### config.mk
export PLATFORM = sky130hd
export DESIGN_NAME = jk_excite_seq
export DESIGN_NICKNAME = d
export VERILOG_FILES = /design/src/rtl/jk_excite_seq_pkg.sv /design/src/rtl/jk_excite_step.sv /design/src/rtl/jk_excite_seq.sv
export SDC_FILE = /design/constraint.sdc
export NUM_CORES = 1
export LEC_CHECK = 0
export CORE_MARGIN = 3
export CORE_UTILIZATION = 25
export CTS_CLUSTER_DIAMETER = 40
export CTS_CLUSTER_SIZE = 10
export DETAILED_ROUTE_END_ITERATION = 16
export PLACE_DENSITY = 0.46
export SKIP_LAST_GASP = 1
export SLEW_MARGIN = 20
export SYNTH_ARGS = -nofsm -noshare
export SYNTH_HDL_FRONTEND = slang
export SYNTH_SLANG_ARGS = --single-unit
### constraint.sdc
create_clock -name clk -period 5.7 [get_ports clk]
set_input_delay 0.57 -clock clk [delete_from_list [all_inputs] [get_ports clk]]
set_output_delay 0.57 -clock clk [all_outputs]
set_load 0.02 [all_outputs]
### src/rtl/jk_excite_seq_pkg.sv
// Shared definitions for JK flip-flop driver blocks.
//   jk_state_e : sequencer state encoding (Error is only reachable when the
//                feedback check is compiled in).
//   jk_exc_t   : J/K excitation pair, JkMaxW bits wide; callers zero-extend
//                their operands and keep the low bits they need.
//   jk_excite  : set/reset-form excitation from current and next register
//                value. J=K=1 is never produced, so re-applying a vector is
//                idempotent on the flip-flop bank.
package jk_excite_seq_pkg;

  localparam int unsigned JkMaxW = 32;

  typedef enum logic [1:0] {
    StIdle  = 2'd0,
    StInit  = 2'd1,
    StRun   = 2'd2,
    StError = 2'd3
  } jk_state_e;

  typedef struct packed {
    logic [JkMaxW-1:0] j;
    logic [JkMaxW-1:0] k;
  } jk_exc_t;

  function automatic jk_exc_t jk_excite(input logic [JkMaxW-1:0] cur,
                                        input logic [JkMaxW-1:0] nxt);
    jk_exc_t e;
    e.j = nxt & ~cur;
    e.k = ~nxt & cur;
    return e;
  endfunction

endpackage

### src/rtl/jk_excite_step.sv
// Combinational modulo up/down step for the JK excitation sequencer.
// Ports:
//   count   : current count
//   mod_max : terminal count, sequence runs 0..mod_max
//   up_dn   : 1 = up, 0 = down
//   next    : next count value
//   wrap    : this step wraps the sequence
// An out-of-range count (above mod_max) recovers to 0 going up and to
// mod_max going down.
module jk_excite_step #(
  parameter int unsigned W = 4
) (
  input  logic [W-1:0] count,
  input  logic [W-1:0] mod_max,
  input  logic         up_dn,
  output logic [W-1:0] next,
  output logic         wrap
);

  always_comb begin
    next = '0;
    wrap = 1'b0;
    if (up_dn) begin
      if (count >= mod_max) begin
        next = '0;
      end else begin
        next = count + W'(1);
      end
      wrap = (next == '0);
    end else begin
      if ((count == '0) || (count > mod_max)) begin
        next = mod_max;
      end else begin
        next = count - W'(1);
      end
      // Only a step out of zero counts as a wrap; recovering from an
      // out-of-range value does not.
      wrap = (count == '0);
    end
  end

endmodule

### src/rtl/jk_excite_seq.sv
// W-bit modulo up/down sequencer driving J/K excitation into an external
// bank of negedge JK flip-flops. State updates on posedge so J/K are stable
// half a cycle before the bank samples.
// Optional feature macro: JK_EXCITE_FB_CHECK_EN -- compares q_fb against the
// expected count during Run and latches a sticky err on mismatch.
// Ports:
//   clk, reset        : clock, asynchronous active-high reset
//   enable            : synchronous enable; low holds state and drives j=k=0
//   start, stop       : begin / abort a sequence
//   up_dn             : count direction, sampled every Run step
//   mod_max           : terminal count
//   q_fb              : feedback from the JK bank (unused without the feature)
//   j, k              : registered excitation vectors
//   count             : value the bank should hold after the next negedge
//   busy, wrap, err   : in Init/Run, wrap pulse, sticky feedback error
module jk_excite_seq
  import jk_excite_seq_pkg::*;
#(
  parameter int unsigned W = 4
) (
  input  logic         clk,
  input  logic         reset,
  input  logic         enable,
  input  logic         start,
  input  logic         stop,
  input  logic         up_dn,
  input  logic [W-1:0] mod_max,
  input  logic [W-1:0] q_fb,
  output logic [W-1:0] j,
  output logic [W-1:0] k,
  output logic [W-1:0] count,
  output logic         busy,
  output logic         wrap,
  output logic         err
);

  jk_state_e    state_q, state_d;
  logic [W-1:0] j_q, j_d;
  logic [W-1:0] k_q, k_d;
  logic [W-1:0] count_q, count_d;
  logic         busy_q, busy_d;
  logic         wrap_q, wrap_d;

  logic [W-1:0] step_next;
  logic         step_wrap;
  jk_exc_t      exc;

  jk_excite_step #(
    .W(W)
  ) u_step (
    .count  (count_q),
    .mod_max(mod_max),
    .up_dn  (up_dn),
    .next   (step_next),
    .wrap   (step_wrap)
  );

  assign exc = jk_excite(JkMaxW'(count_q), JkMaxW'(step_next));

  if (W < JkMaxW) begin : g_exc_hi
    logic unused_exc_hi;
    assign unused_exc_hi = ^{exc.j[JkMaxW-1:W], exc.k[JkMaxW-1:W]};
  end

`ifdef JK_EXCITE_FB_CHECK_EN
  logic err_q, err_d;
  logic chk_v_q, chk_v_d;
  logic fb_bad;

  // chk_v marks that count_q reflects a vector the bank has had a negedge
  // to absorb.
  assign fb_bad = chk_v_q && (q_fb != count_q);
`else
  logic unused_q_fb;
  assign unused_q_fb = ^q_fb;
`endif

  always_comb begin
    state_d = state_q;
    j_d     = '0;
    k_d     = '0;
    count_d = count_q;
    busy_d  = busy_q;
    wrap_d  = 1'b0;
`ifdef JK_EXCITE_FB_CHECK_EN
    err_d   = err_q;
    chk_v_d = chk_v_q;
`endif
    if (enable) begin
`ifdef JK_EXCITE_FB_CHECK_EN
      chk_v_d = (state_q == StInit) || (state_q == StRun);
`endif
      case (state_q)
        StIdle: begin
          if (start && !stop) begin
            state_d = StInit;
            k_d     = '1;
            count_d = '0;
            busy_d  = 1'b1;
          end
        end
        StInit: begin
          state_d = StRun;
          j_d     = exc.j[W-1:0];
          k_d     = exc.k[W-1:0];
          count_d = step_next;
          wrap_d  = step_wrap;
        end
        StRun: begin
`ifdef JK_EXCITE_FB_CHECK_EN
          if (fb_bad) begin
            state_d = StError;
            busy_d  = 1'b0;
            err_d   = 1'b1;
          end else
`endif
          if (stop) begin
            state_d = StIdle;
            busy_d  = 1'b0;
          end else begin
            j_d     = exc.j[W-1:0];
            k_d     = exc.k[W-1:0];
            count_d = step_next;
            wrap_d  = step_wrap;
          end
        end
`ifdef JK_EXCITE_FB_CHECK_EN
        StError: begin
          if (start) begin
            state_d = StInit;
            k_d     = '1;
            count_d = '0;
            busy_d  = 1'b1;
            err_d   = 1'b0;
          end
        end
`endif
        default: state_d = StIdle;
      endcase
    end
  end

  always_ff @(posedge clk or posedge reset) begin
    if (reset) begin
      state_q <= StIdle;
      j_q     <= '0;
      k_q     <= '0;
      count_q <= '0;
      busy_q  <= 1'b0;
      wrap_q  <= 1'b0;
    end else begin
      state_q <= state_d;
      j_q     <= j_d;
      k_q     <= k_d;
      count_q <= count_d;
      busy_q  <= busy_d;
      wrap_q  <= wrap_d;
    end
  end

`ifdef JK_EXCITE_FB_CHECK_EN
  always_ff @(posedge clk or posedge reset) begin
    if (reset) begin
      err_q   <= 1'b0;
      chk_v_q <= 1'b0;
    end else begin
      err_q   <= err_d;
      chk_v_q <= chk_v_d;
    end
  end

  assign err = err_q;
`else
  assign err = 1'b0;
`endif

  assign j     = j_q;
  assign k     = k_q;
  assign count = count_q;
  assign busy  = busy_q;
  assign wrap  = wrap_q;

endmodule
==> qor.yml, run 1 <==
cts:
  cts_resized: 0
  post_cts_buffers: 0
  cts_buffer_depth: 2
  cts_buffers: 3
  cts-htree-levels: 1
  clock_latency_ps: 250
  cts_root_buffer: "clkbuf_8"
  clock-sinks: 16
  cts_tree: "yes"
  postCtsHoldBufs: 0
  clkTransAtPathRegs_ps: 70
sta:
  rsz0062_at_grt: "no"
  skew_ps: 3.20
  drv_slew: 0
  relSlewSlack: 0.574
  worst_pin_slew_ps: 632
  finalWorstSetupSlack_ps: 3220
  hold_violations: 0
  finalCritPeriodShare: 0.435
  fmax_mhz: 403
  tns_ps: 0
  setup_violations: 0
  period_minus_slack_ps: 2480
detailed_routing:
  drtAntennaViolNets: 0
  drc: 0
  dr.pass1.iters: 4
  viasPerCell: 4.96
  num_vias: 1012
  routed_wl_mm: 2.81
  avgRoutedWirePerCell_um: 13.8
  first_iter_violations: 40
floorplanning:
  die-area_um2: 5590
  rows: 24
  start_util: 0.266
  core_area_um2: 4440
  die-width_um: 74.7
  pin_count: 29
  die_h_um: 74.7
logic_synthesis:
  synthArstFlopShare: 1.00
  synth_mux_area_frac: 0
  synth_top_family_by_area: "compound AO/OA/AOI/OAI gates"
  synth_top_cell_by_area: "dfrtp_1"
  synth_area_leaders: "dfrtp_1 (34%), ha_1 (12%), inv_1 (3.5%)"
  synth_ff_type: "dfrtp_1"
  synthDistinctLibCells: 46
  synth_top_area_frac: 0.339
  ys_seq_elements: 16
  avgSynthCellArea_um2: 9.09
  synth_adder_area_share: 0.117
  syn_inst: 130
  synth_area_um2: 1180
  synth_compound_area_frac: 0.236
  synth.most_common_cell: "dfrtp_1"
  synth_xor_area_frac: 0.0148
  seq_area_frac_synth: 0.339
  synth_warnings: 0
  synth-edff-count: 0
  yosys.area_share.simple: 0.221
  synth_nets: 155
  synth_common_cells: "dfrtp_1 (16), ha_1 (11), inv_1 (11), nor2_1 (10)"
critical_path:
  path_buf_inv: 2
  endpoint_kind: "flip-flop"
  slowest_stage: "clkdlybuf4s50_1"
  arrival_ps: 2600
  crit_family: "compound AO/OA/AOI/OAI gates"
  crit_chain: "clkdlybuf4s50_1 > inv_1 > ha_1 > nor2b_1 > o211ai_1 > a211oi_1 > o32ai_2 > o21ai_1"
  critPathLaunchType: "input port"
  cp_max_fo: 4
  slowest_delay_ps: 500
  critPathRequiredTime_ps: 5820
  crit_type: "in2reg"
finish:
  area_delta_synth_final_pct: 26.3
  nets: 178
  diodes: 0
  drive_above_1_share: 0.0921
worst_hold_path:
  min_path_type: "reg2reg"
placed_design:
  gp_congestion: 0.787
  pre_cts_slack_ps: 2970
  dp_hpwl_mm: 2.21
  io_buffers: 23
status:
  status: "complete, no violations"
global_route:
  antenna_found_initial: 0
  grt_pass1_vias: 1019
  grt_pass1_wl_mm: 4.80
  grt_util_all_layers: 0.113
  grt_max_degree: 17
  grt-ovfl-total: 0
flow_run:
  cap_violations: 0
power_and_ir_drop:
  p_leak_nw: 0.652
  powerDensity_nw_per_um2: 437
  ir_drop_mv: 0.134
[layer usage]
metal  GRT usage  wire [µm]  vias up
met5           0          0        -
met4      0.0672         85        0
met3      0.0147        157        6
met2       0.180       1260       32
met1       0.145       1310      465
li1            -          -      509
[layout make-up]
| class | instances | area [µm²] |
|---|---|---|
| fillers | 475 | 2950 |
| inverters | 11 | 41.3 |
| clock buffers | 4 | 55.1 |
| multi-input cells | 98 | 699 |
| well taps | 52 | 65.1 |
| repair buffers | 23 | 230 |
| flip-flops and latches | 16 | 400 |
[metrics by stage]
stage / util / hold slack (ps) / instances / power, mW / cell area (µm²)
final: 0.336 / 553 / 204 / 0.652 / 1490
after global routing: 0.336 / 589 / 204 / 0.709 / 1490
after CTS: 0.336 / 562 / 204 / 0.658 / 1490
after detailed placement: 0.323 / 547 / 200 / 0.553 / 1440
after global placement: 0.323 / 519 / 200 / 0.546 / 1440
after floorplan: - / 484 / 130 / 0.449 / 1180
[worst reg2reg max path: cells and delay by family, from the launching register on]
kind | cells | cell delay (ps)
adder cells (fa/ha/maj) | 1 | 220
buffers and inverters | 1 | 180
AO/OA/AOI/OAI | 3 | 610
AND/OR/NAND/NOR | 2 | 490
flip-flops | 1 | 570
[worst paths after layout]
kind                            depth (start not counted)  slack [ps]        from        to
worst max register to register                          7        3520    count[0]      j[3]
worst max-delay path                                    8        3220  mod_max[1]  count[1]
min in group asynchronous                               2         690       reset      k[3]
max in group asynchronous                               2        4610       reset      j[2]
worst min-delay path                                    2         550        busy      busy
worst min register to register                          2         550        busy      busy
[flip-flops by register name (all words and copies together) (netlist names)]
| name | count |
|---|---|
| count | 4 |
| state_q | 2 |
| j | 4 |
| busy | 1 |
| k | 4 |
| wrap | 1 |
[layout by cell type (no fill, tap or decap), types with 2 or more instances in the layout]
cell and count:
a21oi_1 6, a21oi_2 3, a22o_1 2, clkbuf_8 4
clkdlybuf4s50_1 23, dfrtp_1 16, ha_1 11, inv_1 11
nand2_1 7, nand2b_1 5, nand3_1 3, nand4_1 3
nor2_1 10, nor2b_1 3, nor3_1 3, nor3b_1 2
nor4_1 2, o211ai_1 2, o21a_1 2, o21ai_0 7
o31ai_1 3
[cells by family (layout without fill, tap and decap cells)]
| logic type | count (synthesis) | in the layout |
|---|---|---|
| other | 1 | 1 |
| xor gates and xnor gates | 2 | 2 |
| DFF | 16 | 16 |
| and+or+nand+nor | 46 | 46 |
| adders and majority gates | 11 | 11 |
| buffers and inverters | 16 | 38 |
| AOI/OAI and AO/OA | 38 | 38 |
[where the power goes]
part	internal (mW)	switching [mW]	leakage, nW	total [mW]
Sequential	0.141	0.0397	0.212	0.181
Clock	0.0613	0.0410	0.0288	0.102
Combinational	0.163	0.206	0.411	0.369
Note: power is estimated with default switching activity, not from simulation.
==> run 2: changes to the inputs <==
Settings changed: PLACE_DENSITY 0.46 to 0.48.
Clock period 5.7 ns to 2.2 ns, I/O delays scaled along.
==> qor.yml, run 2 (same netlist as run 1, synthesis figures left out) <==
critical_path:
  rrSetupSlack_ps: 200  # -3320 ps
  crit_chain: "inv_1 > ha_1 > or3b_4 > a21oi_2 > buf_4 > o21ai_2 > o2bb2ai_2 > nor3b_2"
  reg2reg_to: "j[2]"
  critPathLaunchType: "flip-flop"
  slowest_delay_ps: 410  # -90 ps
  cp-startpoint: "count[0]"
  cp_max_fo: 4  # unchanged
  r2r_cells: 8  # +1
  arrival_ps: 2160  # -440 ps
  endpoint_kind: "flip-flop"
  slowest_stage: "or3b_4"
  r2r-start: "count[0]"
  critPathRequiredTime_ps: 2370  # -3450 ps
  cp.depth: 8  # unchanged
  crit_family: "simple AND/OR/NAND/NOR gates"
  endpoint: "j[2]"
  path_buf_inv: 2  # unchanged
  crit_type: "reg2reg"
sta:
  skew_ps: 2.47  # -0.735 ps
  relSlewSlack: 0.585  # +0.0115
  tns_ps: 0  # unchanged
  finalCritPeriodShare: 0.907
  hold_violations: 0  # unchanged
  drv_slew: 0  # unchanged
  period_minus_slack_ps: 2000
  setup_violations: 0  # unchanged
  rsz0062_at_grt: "no"
  worst_pin_slew_ps: 621  # -11.2 ps
  fmax_mhz: 501
finish:
  diodes: 0  # unchanged
  n_fill_cell: 469  # -1.3%
  final_common_cell: "clkdlybuf4s50_1"
  regArea_um2: 400  # unchanged
  nets: 191  # +7.3%
  final_cell_mix: "clkdlybuf4s50_1 (23), dfrtp_1 (16), buf_4 (13)"
  area_delta_synth_final_pct: 34.9
  drive_above_1_share: 0.170  # +0.0776
  multiInputGateArea_um2: 703  # +0.54%
  final_cell_count_no_fill: 217  # +6.4%
cts:
  clock_latency_ps: 250  # about the same
  postCtsHoldBufs: 0  # unchanged
  cts_tree: "yes"
  cts_root_buffer: "clkbuf_8"
  cts-htree-levels: 1  # unchanged
  clock-sinks: 16  # unchanged
  clkTransAtPathRegs_ps: 60  # about the same
  cts_buffers: 3  # unchanged
  cts_buffer_depth: 2  # unchanged
worst_hold_path:
  min_path_type: "in2async"
floorplanning:
  die_h_um: 74.7  # unchanged
  die-area_um2: 5590  # unchanged
  die-width_um: 74.7  # unchanged
  core_area_um2: 4440  # unchanged
  rows: 24  # unchanged
  start_util: 0.266  # unchanged
  pin_count: 29  # unchanged
detailed_routing:
  dr.pass1.iters: 4  # unchanged
  viasPerCell: 4.89  # -1.3%
  avgRoutedWirePerCell_um: 13.4  # -2.9%
  drtAntennaViolNets: 0  # unchanged
  drc: 0  # unchanged
  first_iter_violations: 53  # +33%
  num_vias: 1062  # +4.9%
  routed_wl_mm: 2.90  # +3.3%
global_route:
  grt-ovfl-total: 0  # unchanged
  grt_util_all_layers: 0.117  # +0.00381
  grt_max_degree: 17  # unchanged
  grt_pass1_wl_mm: 5.11  # +6.5%
  antenna_found_initial: 0  # unchanged
  grt_pass1_vias: 1102  # +8.1%
placed_design:
  place_inst: 212  # +6.0%
  gp_congestion: 0.878  # +12%
  io_buffers: 23  # unchanged
  dp_hpwl_mm: 2.40  # +8.6%
power_and_ir_drop:
  power.total_mw: 1.78  # +170%
  ir_drop_mv: 0.420  # +210%
  p_leak_nw: 0.715  # +9.6%
  powerDensity_nw_per_um2: 1120  # +160%
flow_run:
  cap_violations: 0  # unchanged
status:
  status: "complete, no violations"
## run 2: changes by cell type in the layout (fill, tap and decap cells not counted), sizes merged
| cell | delta |
|---|---|
| buf | +13 |
## run 2: how the worst min path moves through the flow
stage | to | cells after the start | from
CTS | busy | 2 | reset
global placement | j[3] | 1 | count[3]
detailed placement | j[3] | 1 | count[3]
finish | busy | 2 | reset
global route | j[2] | 2 | reset
floorplan | busy | 1 | reset
## run 2: what timing repair did
| item | 4_1_cts | 5_1_grt |
|---|---|---|
| gates resized for setup | 0 | 1 |
| setup buffers | 0 | 1 |
| endpoints found under the setup margin | 0 | 5 |
## run 2: metrics by stage
| stage | worst slack, ps | util | hold WS, ps | instance area (µm²) |
|---|---|---|---|---|
| 5_1_grt | 13.6 | 0.358 | 406 | 1590 |
| 3_3_place_gp | -46.1 | 0.343 | 515 | 1530 |
| 6_report | 204 | 0.358 | 345 | 1590 |
| 4_1_cts | 162 | 0.356 | 368 | 1580 |
| 2_1_floorplan | 232 | - | 134 | 1180 |
| 3_5_place_dp | -109 | 0.343 | 515 | 1530 |
## run 2: cell type report
cell class | instances | area share
clock buffers | 4 | 0.0346
inverters | 11 | 0.0259
multi-input cells | 98 | 0.441
flip-flops and latches | 16 | 0.251
well taps | 52 | 0.0408
repair buffers | 36 | 0.206
## run 2: per-layer routing
layer	global-route usage	vias up	wire (µm)
li1	-	537	-
met2	0.197	23	1410
met5	0	-	0
met1	0.154	494	1300
met4	0.0356	0	65
met3	0.0174	8	121
## run 2: where the power goes
part,internal (mW),switching [mW]
logic,0.495,0.600
clock network,0.159,0.101
registers,0.368,0.0538
total,1.02,0.755
